## src/rtl/dot_matrix_scan.sv

```systemverilog
// Row-scanning driver for a 16x16 LED matrix: fetches each row's column word from the
// pattern ROMs, shows it with a blanking gap, and steps through patterns every few frames.
module dot_matrix_scan #(
   parameter int SCAN_DIV       = 3125,
   parameter int BLANK_CYC      = 16,
   parameter int FRAMES_PER_PAT = 250,
   parameter int NUM_PAT        = 10
) (
   input  logic        clk,
   input  logic        rst,
   input  logic        en,
   input  logic [15:0] pat_col,
   output logic [3:0]  row_bin,
   output logic [3:0]  pat_sel,
   output logic [15:0] row,
   output logic [15:0] col,
   output logic        frame_tick
);

   localparam int SHOW_CYC = SCAN_DIV - 1 - BLANK_CYC;
   localparam int CNT_W    = $clog2(SCAN_DIV);
   localparam int FC_W     = $clog2(FRAMES_PER_PAT + 1);

   localparam logic [CNT_W-1:0] SHOW_LAST  = CNT_W'(SHOW_CYC - 1);
   localparam logic [CNT_W-1:0] BLANK_LAST = CNT_W'(BLANK_CYC - 1);
   localparam logic [FC_W-1:0]  FRAME_LAST = FC_W'(FRAMES_PER_PAT - 1);
   localparam logic [3:0]       PAT_LAST   = 4'(NUM_PAT - 1);

   typedef enum logic [1:0] {
      IDLE,
      FETCH,
      SHOW,
      BLANK
   } state_t;

   state_t            state_q, state_d;
   logic [CNT_W-1:0]  cnt_q, cnt_d;
   logic [FC_W-1:0]   frame_cnt_q, frame_cnt_d;
   logic [3:0]        row_bin_q, row_bin_d;
   logic [3:0]        pat_sel_q, pat_sel_d;
   logic [15:0]       row_q, row_d;
   logic [15:0]       col_q, col_d;
   logic              frame_tick_q, frame_tick_d;
   logic [15:0]       row_onehot;

   // One-hot row decode of the row currently presented to the ROMs.
   for (genvar gi = 0; gi < 16; gi++) begin : g_row_dec
      assign row_onehot[gi] = (row_bin_q == 4'(gi));
   end

   always_ff @(posedge clk) begin
      if (rst) begin
         state_q      <= IDLE;
         cnt_q        <= '0;
         frame_cnt_q  <= '0;
         row_bin_q    <= '0;
         pat_sel_q    <= '0;
         row_q        <= '0;
         col_q        <= '0;
         frame_tick_q <= 1'b0;
      end else begin
         state_q      <= state_d;
         cnt_q        <= cnt_d;
         frame_cnt_q  <= frame_cnt_d;
         row_bin_q    <= row_bin_d;
         pat_sel_q    <= pat_sel_d;
         row_q        <= row_d;
         col_q        <= col_d;
         frame_tick_q <= frame_tick_d;
      end
   end

   always_comb begin
      state_d      = state_q;
      cnt_d        = cnt_q;
      frame_cnt_d  = frame_cnt_q;
      row_bin_d    = row_bin_q;
      pat_sel_d    = pat_sel_q;
      row_d        = row_q;
      col_d        = col_q;
      frame_tick_d = 1'b0;

      case (state_q)
         IDLE: begin
            row_d     = '0;
            col_d     = '0;
            row_bin_d = '0;
            cnt_d     = '0;
            if (en) begin
               state_d = FETCH;
            end
         end

         // row_bin has been stable for a full cycle here, so pat_col is settled.
         FETCH: begin
            col_d   = pat_col;
            row_d   = row_onehot;
            cnt_d   = '0;
            state_d = SHOW;
         end

         SHOW: begin
            if (cnt_q == SHOW_LAST) begin
               row_d   = '0;
               col_d   = '0;
               cnt_d   = '0;
               state_d = BLANK;
            end else begin
               cnt_d = cnt_q + 1'b1;
            end
         end

         BLANK: begin
            row_d = '0;
            col_d = '0;
            if (cnt_q == BLANK_LAST) begin
               cnt_d = '0;
               if (en) begin
                  row_bin_d = row_bin_q + 4'd1;
                  state_d   = FETCH;
                  // Pattern advances only at a frame boundary so no frame mixes patterns.
                  if (row_bin_q == 4'hF) begin
                     frame_tick_d = 1'b1;
                     if (frame_cnt_q == FRAME_LAST) begin
                        frame_cnt_d = '0;
                        pat_sel_d   = (pat_sel_q == PAT_LAST) ? 4'd0 : pat_sel_q + 4'd1;
                     end else begin
                        frame_cnt_d = frame_cnt_q + 1'b1;
                     end
                  end
               end else begin
                  row_bin_d = '0;
                  state_d   = IDLE;
               end
            end else begin
               cnt_d = cnt_q + 1'b1;
            end
         end

         default: begin
            state_d = IDLE;
         end
      endcase
   end

   assign row_bin    = row_bin_q;
   assign pat_sel    = pat_sel_q;
   assign row        = row_q;
   assign col        = col_q;
   assign frame_tick = frame_tick_q;

endmodule

```

## config.mk

```make
export PLATFORM = sky130hd
export DESIGN_NAME = dot_matrix_scan
export DESIGN_NICKNAME = d
export VERILOG_FILES = /design/src/rtl/dot_matrix_scan.sv
export SDC_FILE = /design/constraint.sdc
export NUM_CORES = 1
export LEC_CHECK = 0
export ABC_AREA = 1
export BUFFER_PORTS_ARGS = -buffer_cell sky130_fd_sc_hd__buf_4
export CORE_MARGIN = 10
export CORE_UTILIZATION = 50
export CTS_CLUSTER_DIAMETER = 200
export DETAILED_ROUTE_END_ITERATION = 12
export PLACE_DENSITY_LB_ADDON = 0.15
export SLEW_MARGIN = 20
export SYNTH_ARGS = -nofsm -noshare
export SYNTH_HDL_FRONTEND = slang
export SYNTH_SLANG_ARGS = --single-unit
```

## constraint.sdc

```tcl
create_clock -name clk -period 2.05 [get_ports clk]
set_input_delay 0.205 -clock clk [delete_from_list [all_inputs] [get_ports clk]]
set_output_delay 0.205 -clock clk [all_outputs]
set_load 0.02 [all_outputs]
```

==> impl_metrics.ini <==
[outcome]
status = completed

[placed_design]
port_buffers = 59
pre_cts_ws_ps = 214
gp_congestion = 0.795
dp_hpwl_um = 5200
placed_cells = 548

[clock_tree]
numCtsBuffers = 9
clkTransAtPathRegs_ps = 80
tritoncts = done
post_cts_resized = 0
cts_sinks = 63
post-cts-setup-buffer-count = 0
ctsHoldBuffers = 0
cts-root-buf = clkbuf_8
cts_buffer_depth = 2
clock_latency_ps = 350
h-tree-depth = 3

[grt]
use_met2 = 0.232
antenna_found_initial = 0
use_met1 = 0.188
overflow = 0
grt_pass1_vias = 2660
gr-usage-met3 = 0.0552
grt_pass1_wl_um = 12400
track_usage = 0.150
busiest_layer = met2
grt_max_degree = 37

[layout]
diodes = 0
fin_nets = 514
drive_gt1_frac = 0.204
syn2layout_area_growth_pct = 22.7
fin_cells = 564

[drt]
drtAntennaViolNets = 0
via_per_inst = 5.02
vias = 2832
finalWirelength_um = 7260
first_iter_violations = 86
drc_errors = 0
wl_per_cell_um = 12.9
drtPass1Iterations = 4

[sta]
rsz0062_at_grt = false
final_max_slew_viol_count = 0
hold_violations = 0
skew_ps = 9.57
worst_slew_pin_slew_ps = 864
fmax_ghz = 0.543
maxSlewHeadroom = 0.423
tns_ps = 0
finalSetupViolations = 0
finalCriticalPeriod_ps = 1840
period_share = 0.898
timing.final.ws_setup_ps = 210

[die]
boundaryPins = 60
core_sq_um = 5960
die_h_um = 98.5
rows = 28
die_x_um = 98.5
initial_utilization = 0.517
dieArea_sq_um = 9700

[setup_path]
crit_slowest_cell = inv_1
critPathArrivalTime_ps = 2110
start_kind = flop
crit_chain = ha_1 -> nor3b_1 -> nand3_1 -> nand2_2 -> inv_1 -> nand2_1 -> a21oi_1
crit_path_end_kind = flop
timing_worst_setup_path_type = reg2reg
critPathMaxStageDelay_ps = 630
required_ps = 2320
worstPathMaxFanout = 29
reg2reg_slack_ps = 210

[synth]
synth-seq-cells = 63
ys_warn_count = 0
syn_area_sq_um = 3080
synthCells = 426
syn-num-nets = 456
yosysSeqAreaShare = 0.410
syn_avg_cell_area_sq_um = 7.23
synth_cell_types = 33

[pwr]
power_density_nw_per_um2 = 1090
p_leak_uw = 0.00166
peakVddDrop_uv = 710
total_power_uw = 4130

[flow_run]
cap_violations = 0

[min_path]
hold_path.class = in2reg
==> Yosys cell counts <==
cell type | number | area, sq um
nor4_1 | 1 | 6.26
nand4_1 | 3 | 18.8
nand3_4 | 1 | 17.5
buf_6 | 4 | 45.0
nand4_2 | 1 | 12.5
and3_1 | 1 | 6.26
xor2_1 | 7 | 61.3
nor2_4 | 2 | 22.5
o21ai_0 | 34 | 170
nor2_1 | 75 | 282
o21ai_4 | 1 | 16.3
ha_1 | 11 | 138
nor3b_1 | 2 | 15.0
nor3_1 | 8 | 40.0
inv_1 | 45 | 169
nand2_1 | 67 | 251
nor3_4 | 1 | 16.3
xnor2_1 | 2 | 17.5
o31ai_1 | 1 | 7.51
inv_2 | 3 | 11.3
nand3_1 | 17 | 85.1
a21oi_1 | 47 | 235
o211ai_1 | 1 | 7.51
nor2_2 | 4 | 25.0
a31oi_1 | 1 | 6.26
clkbuf_1 | 7 | 26.3
buf_4 | 4 | 30.0
or2_2 | 1 | 6.26
nand3_2 | 1 | 10.0
nand2_2 | 6 | 37.5
dfxtp_1 | 63 | 1260
nand3b_1 | 2 | 15.0
buf_2 | 2 | 10.0
==> worst paths after layout <==
| kind | from | end | depth (start not counted) |
|---|---|---|---|
| worst min register to register | cnt_q[0] | cnt_q[0] | 1 |
| worst min-delay path | pat_col[4] | col[4] | 3 |
| worst max register to register | cnt_q[0] | row[15] | 7 |
| worst max-delay path | cnt_q[0] | row[15] | 7 |
==> kinds of logic (layout without fill, tap and decap cells) <==
group | after synthesis | after routing | share of synthesized area
AND/OR/NAND/NOR | 193 | 193 | 0.282
XOR/XNOR | 9 | 9 | 0.0256
adder cells (fa/ha/maj) | 11 | 11 | 0.0447
flip-flops | 63 | 63 | 0.410
AO/OA/AOI/OAI | 85 | 85 | 0.144
buffers and inverters | 65 | 128 | 0.0947
==> per-layer routing <==
metal	wire length [um]	up-vias	part of all wire
met5	0	-	0
met4	92	0	0.013
met3	471	8	0.065
met2	3230	57	0.45
met1	3460	1286	0.48
li1	-	1481	-
==> state kept, by name (all words and copies together) (netlist names) <==
register	flops
frame_cnt_q	8
pat_sel	4
col	16
row	16
cnt_q	12
frame_tick	1
row_bin	4
state_q	2
==> layout make-up <==
type                       instances  area (sq um)
timing repair buffer              64           480
multi-input combinational        298          1530
tap                               75          93.8
inverter                          48           180
sequential                        63          1260
clock inverter                     6           109
fill                             551          2180
clock buffer                      10           128
==> layout by cell type (no fill, tap or decap), types with 7 or more instances in the layout <==
master	count
nor2_1	75
nand2_1	67
buf_4	64
dfxtp_1	63
a21oi_1	47
inv_1	45
o21ai_0	34
nand3_1	17
ha_1	11
clkbuf_8	9
nor3_1	8
xor2_1	7
==> power by group <==
part	switching (uW)	internal (uW)	leakage, uW
sequential	94.5	1400	0.000512
clock	486	806	0.000120
combinational	847	497	0.00103
total	1430	2700	0.00166
==> through the flow <==
stage                      util  hold slack, ps  instance area, sq um
after detailed placement  0.595             433                  3540
after global routing      0.634            90.2                  3780
after CTS                 0.634            79.5                  3780
after floorplan               -             274                  3080
after global placement    0.595             422                  3540
final                     0.634            88.9                  3780
==> worst max-delay path, delay by kind of cell (launching register included) <==
kind	cells	cell delay [ps]
compound gates	1	170
buf+inv	1	630
flops	1	320
fa+ha+maj	1	240
simple gates	4	410
No activity file was read; power rests on OpenSTA's default activity.
